[src/rtl/loader_pkg.sv]
// Shared types and helpers for the UART program loader.
package loader_pkg;

    // Receiver states: wait for a start edge, confirm it at mid-bit,
    // shift in eight data bits, then check the stop bit.
    typedef enum logic [1:0] {
        RX_IDLE,
        RX_START,
        RX_DATA,
        RX_STOP
    } rx_state_t;

    // Two bytes form one 16-bit instruction word.
    localparam int BYTES_PER_WORD = 2;

    // Clock cycles per serial bit, truncated.
    function automatic int clks_per_bit(input int clk_freq, input int baud);
        return clk_freq / baud;
    endfunction

endpackage

[src/rtl/uart_byte_rx.sv]
// 8N1 byte receiver: synchronizer, mid-bit sampling timer, RX FSM and shift register.
module uart_byte_rx
    import loader_pkg::*;
#(
    parameter int CLKS_PER_BIT = 16
) (
    input  logic       clk_i,
    input  logic       rst_i,
    input  logic       rxd_i,
    output logic       rx_valid_o,
    output logic [7:0] rx_byte_o,
    output logic       rx_frame_err_o
);

    localparam int CNT_W = (CLKS_PER_BIT > 1) ? $clog2(CLKS_PER_BIT) : 1;
    localparam logic [CNT_W-1:0] HALF_M1 = CNT_W'(CLKS_PER_BIT / 2 - 1);
    localparam logic [CNT_W-1:0] FULL_M1 = CNT_W'(CLKS_PER_BIT - 1);
    localparam logic [CNT_W-1:0] CNT_ONE = CNT_W'(1);

    logic            sync1_q, sync2_q;
    rx_state_t       state_q, state_d;
    logic [CNT_W-1:0] cnt_q, cnt_d;
    logic [2:0]      bit_idx_q, bit_idx_d;
    logic [7:0]      shift_q, shift_d;
    logic            valid_q, valid_d;
    logic            ferr_q, ferr_d;

    // Two-flop synchronizer; idles high so reset never looks like a start bit.
    always_ff @(posedge clk_i) begin
        if (rst_i) begin
            sync1_q <= 1'b1;
            sync2_q <= 1'b1;
        end else begin
            sync1_q <= rxd_i;
            sync2_q <= sync1_q;
        end
    end

    // Receiver state, bit timer and shift register.
    always_ff @(posedge clk_i) begin
        if (rst_i) begin
            state_q   <= RX_IDLE;
            cnt_q     <= '0;
            bit_idx_q <= '0;
            shift_q   <= '0;
            valid_q   <= 1'b0;
            ferr_q    <= 1'b0;
        end else begin
            state_q   <= state_d;
            cnt_q     <= cnt_d;
            bit_idx_q <= bit_idx_d;
            shift_q   <= shift_d;
            valid_q   <= valid_d;
            ferr_q    <= ferr_d;
        end
    end

    // Next-state logic; the timer counts down to zero and samples on expiry.
    always_comb begin
        state_d   = state_q;
        cnt_d     = cnt_q;
        bit_idx_d = bit_idx_q;
        shift_d   = shift_q;
        valid_d   = 1'b0;
        ferr_d    = 1'b0;
        case (state_q)
            RX_IDLE: begin
                if (!sync2_q) begin
                    state_d = RX_START;
                    cnt_d   = HALF_M1;
                end
            end
            RX_START: begin
                if (cnt_q == '0) begin
                    if (!sync2_q) begin
                        state_d   = RX_DATA;
                        cnt_d     = FULL_M1;
                        bit_idx_d = 3'd0;
                    end else begin
                        // Line already high again at mid start bit: a glitch.
                        state_d = RX_IDLE;
                    end
                end else begin
                    cnt_d = cnt_q - CNT_ONE;
                end
            end
            RX_DATA: begin
                if (cnt_q == '0) begin
                    shift_d = {sync2_q, shift_q[7:1]};
                    cnt_d   = FULL_M1;
                    if (bit_idx_q == 3'd7) begin
                        state_d = RX_STOP;
                    end else begin
                        bit_idx_d = bit_idx_q + 3'd1;
                    end
                end else begin
                    cnt_d = cnt_q - CNT_ONE;
                end
            end
            RX_STOP: begin
                if (cnt_q == '0) begin
                    // Leave at mid stop bit so a back-to-back start edge is caught.
                    if (sync2_q) begin
                        valid_d = 1'b1;
                    end else begin
                        ferr_d = 1'b1;
                    end
                    state_d = RX_IDLE;
                end else begin
                    cnt_d = cnt_q - CNT_ONE;
                end
            end
            default: state_d = RX_IDLE;
        endcase
    end

    assign rx_valid_o     = valid_q;
    assign rx_byte_o      = shift_q;
    assign rx_frame_err_o = ferr_q;

endmodule

[src/rtl/uart_program_loader.sv]
// Receives a program over UART and writes it word by word into instruction memory.
module uart_program_loader
    import loader_pkg::*;
#(
    parameter int CLK_FREQ   = 100_000_000,
    parameter int BAUD       = 9600,
    parameter int PROG_DEPTH = 32,
    parameter int ADDR_W     = 5
) (
    input  logic              CLK,
    input  logic              RST,
    input  logic              UART_TXD_IN,
    output logic              wr_en,
    output logic [ADDR_W-1:0] wr_addr,
    output logic [15:0]       wr_data,
    output logic              load_done,
    output logic              frame_err
);

    localparam int CLKS_PER_BIT = clks_per_bit(CLK_FREQ, BAUD);
    localparam int WORD_W       = 8 * BYTES_PER_WORD;
    localparam logic [ADDR_W-1:0] LAST_ADDR = ADDR_W'(PROG_DEPTH - 1);
    localparam logic [ADDR_W-1:0] ADDR_ONE  = ADDR_W'(1);

    logic              rx_valid;
    logic [7:0]        rx_byte;
    logic              rx_frame_err;

    logic              hi_pending_q, hi_pending_d;
    logic [7:0]        hi_byte_q, hi_byte_d;
    logic [ADDR_W-1:0] word_cnt_q, word_cnt_d;
    logic              wr_en_q, wr_en_d;
    logic [ADDR_W-1:0] wr_addr_q, wr_addr_d;
    logic [WORD_W-1:0] wr_data_q, wr_data_d;
    logic              load_done_q, load_done_d;
    logic              frame_err_q, frame_err_d;

    uart_byte_rx #(
        .CLKS_PER_BIT(CLKS_PER_BIT)
    ) u_rx (
        .clk_i         (CLK),
        .rst_i         (RST),
        .rxd_i         (UART_TXD_IN),
        .rx_valid_o    (rx_valid),
        .rx_byte_o     (rx_byte),
        .rx_frame_err_o(rx_frame_err)
    );

    // Word assembler, write port and status flags.
    always_ff @(posedge CLK) begin
        if (RST) begin
            hi_pending_q <= 1'b0;
            hi_byte_q    <= '0;
            word_cnt_q   <= '0;
            wr_en_q      <= 1'b0;
            wr_addr_q    <= '0;
            wr_data_q    <= '0;
            load_done_q  <= 1'b0;
            frame_err_q  <= 1'b0;
        end else begin
            hi_pending_q <= hi_pending_d;
            hi_byte_q    <= hi_byte_d;
            word_cnt_q   <= word_cnt_d;
            wr_en_q      <= wr_en_d;
            wr_addr_q    <= wr_addr_d;
            wr_data_q    <= wr_data_d;
            load_done_q  <= load_done_d;
            frame_err_q  <= frame_err_d;
        end
    end

    // Pair bytes high-first; once the program is complete, bytes are ignored.
    always_comb begin
        hi_pending_d = hi_pending_q;
        hi_byte_d    = hi_byte_q;
        word_cnt_d   = word_cnt_q;
        wr_en_d      = 1'b0;
        wr_addr_d    = wr_addr_q;
        wr_data_d    = wr_data_q;
        if (rx_valid && !load_done_q) begin
            if (!hi_pending_q) begin
                hi_byte_d    = rx_byte;
                hi_pending_d = 1'b1;
            end else begin
                wr_en_d      = 1'b1;
                wr_addr_d    = word_cnt_q;
                wr_data_d    = {hi_byte_q, rx_byte};
                hi_pending_d = 1'b0;
                // Hold at the last address rather than wrapping.
                if (word_cnt_q != LAST_ADDR) begin
                    word_cnt_d = word_cnt_q + ADDR_ONE;
                end
            end
        end
        load_done_d = load_done_q | (wr_en_q && (wr_addr_q == LAST_ADDR));
        frame_err_d = frame_err_q | rx_frame_err;
    end

    assign wr_en     = wr_en_q;
    assign wr_addr   = wr_addr_q;
    assign wr_data   = wr_data_q;
    assign load_done = load_done_q;
    assign frame_err = frame_err_q;

endmodule
[config.mk]
export PLATFORM = sky130hd
export DESIGN_NAME = uart_program_loader
export DESIGN_NICKNAME = d
export VERILOG_FILES = /design/src/rtl/loader_pkg.sv /design/src/rtl/uart_byte_rx.sv /design/src/rtl/uart_program_loader.sv
export SDC_FILE = /design/constraint.sdc
export NUM_CORES = 1
export LEC_CHECK = 0
export ABC_AREA = 1
export ABC_CLOCK_PERIOD_IN_PS = 3100
export CAP_MARGIN = 20
export CORE_MARGIN = 2
export CORE_UTILIZATION = 55
export DETAILED_ROUTE_END_ITERATION = 6
export PLACE_DENSITY_LB_ADDON = 0.1
export SLEW_MARGIN = 20
export SYNTH_ARGS = -nofsm -noshare
export SYNTH_HDL_FRONTEND = slang
export SYNTH_SLANG_ARGS = --single-unit
[constraint.sdc]
create_clock -name CLK -period 3.1 [get_ports CLK]
set_input_delay 0.465 -clock CLK [delete_from_list [all_inputs] [get_ports CLK]]
set_output_delay 0.465 -clock CLK [all_outputs]
set_load 0.1 [all_outputs]
==> run metrics <==
Setup Skew around 0.011 ns; CTS sink count about 70; worst vdd ir between 0.0002 and 0.0003 V; post-synth top area cell dfxtp_1; initial core utilization 0.564; Hold Violations, Final 0; cell row count 27; Synth async-reset ratio 0; CTS tree built; Slew headroom 0.568; GRT met2 Usage 0.352; CP startpoint kind flip-flop; largest net degree at the start of global routing 42; die width approximately 79 um; Clk network pwr share 0.310; fraction of layout cells with a size suffix above 1 0.168; Hold Path Class reg2reg; R2R Setup Slk 1.20 ns; via count 2,564; routability cong. 0.865; synth-to-layout area growth 13.9%; Syn Nets 411; total power draw slightly above 2 mW; core box area ~5400 um^2; TNS Setup 0 ns; dpl cell area 3320 um^2; status completed; post-synthesis cell area 3070 um^2; fmax 527 MHz; Pins Over Slew Limit 0; combinational share of power 0.226; Worst-Skew Late Latency 0.34 ns; switching part of the total power 0.332; Psw 0.683 mW; Power Density 589 nW/um^2; Root Driver clkbuf_8; Routed Antenna Nets 0; Crit. End Element flip-flop; Worst R2R Start load_done$_SDFF_PP0_; max-cap violations 0; Mapped Cells 397; Yosys warnings 0; Post-synth top cells dfxtp_1, inv_1, nand2_1, o21ai_0, nand3_1; clk slew on worst S/H paths 0.08 ns; GR Util All Layers 0.212; Post-CTS Setup Inserts 0; Placement Setup Slack about 0.94 ns; clk buf depth 2; Antenna diodes 0; synthesized flop and latch total 69; # DRC 0; Final setup viols 0; CP Class reg2reg; Port Buf Inserts 26; die area 6190 um^2; Internal 1.38 mW; Final Critical Period 1.90 ns; drt first pass iters 4; Final HPWL DP 4.40 mm; CTS H-tree lvls 3; sequential fraction of the synthesis area 0.450; share of the synthesized area in the top cell type 0.450; worst-margin pin slew 0.647 ns; DRT Wirelength between 6 and 7 mm; vias in the first global route 2,381; CP startpoint load_done$_SDFF_PP0_; Flop pwr share 0.464; EDFF count, synth 0; ys flop type dfxtp_1; Req. time, crit path 3.31 ns; unrepaired setup endpoints after global routing no; Synth area leaders dfxtp_1, o21ai_0, nand3_1; CP arrival around 2.1 ns; # hold bufs at CTS 0; CTS buffer count 9; cell area after layout around 3500 um^2; final worst slack 1.20 ns; Synth cell types 31; grt ovf 0; Reg2Reg Depth 7; grt peak-use layer met2; DRT iter0 DRCs 88; post-DR wirelength/cell 12.2 um; period utilization 0.612; initial antenna violation count 0; IO Count 27; crit path to wr_addr[4]$_SDFFE_PP0P_; met3 Track Usage GR 0.0483; cell with the most instances after synthesis dfxtp_1; r2r endpoint wr_addr[4]$_SDFFE_PP0P_; Max FO, Critical Path 22; first-pass GRT wire length between 10 and 15 mm; syn avg cell area between 7 and 8 um^2; post-cts repair resize count 0; Leak 1.46 nW; routed vias/inst 5.13; global routing usage on met1 0.263; Die H 78.7 um; Nets around 440
power by group through the flow:
| stage | combinational (mW) | sequential (mW) | clock (mW) |
|---|---|---|---|
| after CTS | 0.470 | 0.956 | 0.664 |
| final | 0.466 | 0.956 | 0.638 |
| after global placement | 0.461 | 0.975 | 0 |
| after global routing | 0.528 | 0.960 | 0.701 |
| after detailed placement | 0.468 | 0.976 | 0 |
| after floorplan | 0.399 | 0.969 | 0 |
cell families (layout without fill, tap and decap cells):
group / Yosys count / after routing / share of synthesized area
AND/OR/NAND/NOR: 145 / 145 / 0.229
buffers and inverters: 70 / 101 / 0.0905
flip-flops: 69 / 69 / 0.450
AO/OA/AOI/OAI: 97 / 97 / 0.171
XOR/XNOR: 5 / 5 / 0.0143
adder cells (fa/ha/maj): 11 / 11 / 0.0449
worst min-delay path by stage:
stage	start	to	slack (ns)	depth (start not counted)
2_1_floorplan	u_rx.sync1_q$_SDFF_PP1_	u_rx.sync2_q$_SDFF_PP1_	0.39	1
3_3_place_gp	u_rx.sync1_q$_SDFF_PP1_	u_rx.sync2_q$_SDFF_PP1_	0.39	1
3_5_place_dp	u_rx.sync1_q$_SDFF_PP1_	u_rx.sync2_q$_SDFF_PP1_	0.40	1
4_1_cts	u_rx.sync1_q$_SDFF_PP1_	u_rx.sync2_q$_SDFF_PP1_	0.42	1
5_1_grt	u_rx.sync1_q$_SDFF_PP1_	u_rx.sync2_q$_SDFF_PP1_	0.44	1
6_report	u_rx.sync1_q$_SDFF_PP1_	u_rx.sync2_q$_SDFF_PP1_	0.41	1
final cells by class:
class | instances | area [um^2]
Tap cell | 72 | 90.1
Sequential cell | 69 | 1380
Clock inverter | 7 | 50.0
Timing Repair Buffer | 28 | 228
Fill cell | 495 | 1940
Multi-Input combinational cell | 258 | 1410
Inverter | 57 | 214
Clock buffer | 9 | 124
cells in the final DEF (no fill, tap or decap), drive strengths merged, types with 3 or more instances in the layout:
cell type,n
nand4,4
o21ai,58
inv,57
nor2,42
nand3,42
a21oi,36
or2,3
nor3,3
nand2,50
clkinv,7
dfxtp,69
ha,11
xor2,3
buf,26
clkbuf,9
through the flow:
step	util	instances	hold slack [ns]
2_1_floorplan	-	397	0.389
3_3_place_gp	0.611	484	0.392
3_5_place_dp	0.611	484	0.398
4_1_cts	0.643	500	0.416
5_1_grt	0.643	500	0.439
6_report	0.643	500	0.412
per-layer routing:
layer	share of wire	vias up
met5	0	-
met4	0.016	0
met3	0.032	8
met2	0.48	37
met1	0.47	1171
li1	-	1348
worst max-delay path, stage by stage (launching register included):
cell and delay, ns:
dfxtp_1 0.36, inv_2 0.05, nand2_1 0.09, nor2_1 0.04, inv_1 0.47, nor2_1 0.11, inv_1 0.45, o21ai_0 0.18
flip-flops by register name, indices dropped and copies added, names as in the netlist, named ones only:
signal / cells
wr_addr: 5
u_rx.bit_idx_q: 3
u_rx.rx_byte_o: 8
u_rx.sync1_q: 1
frame_err: 1
u_rx.cnt_q: 14
u_rx.rx_frame_err_o: 1
u_rx.sync2_q: 1
wr_en: 1
hi_byte_q: 8
load_done: 1
u_rx.rx_valid_o: 1
u_rx.state_q: 1
hi_pending_q: 1
word_cnt_q: 5
wr_data: 16
No activity file was read; power rests on OpenSTA's default activity.
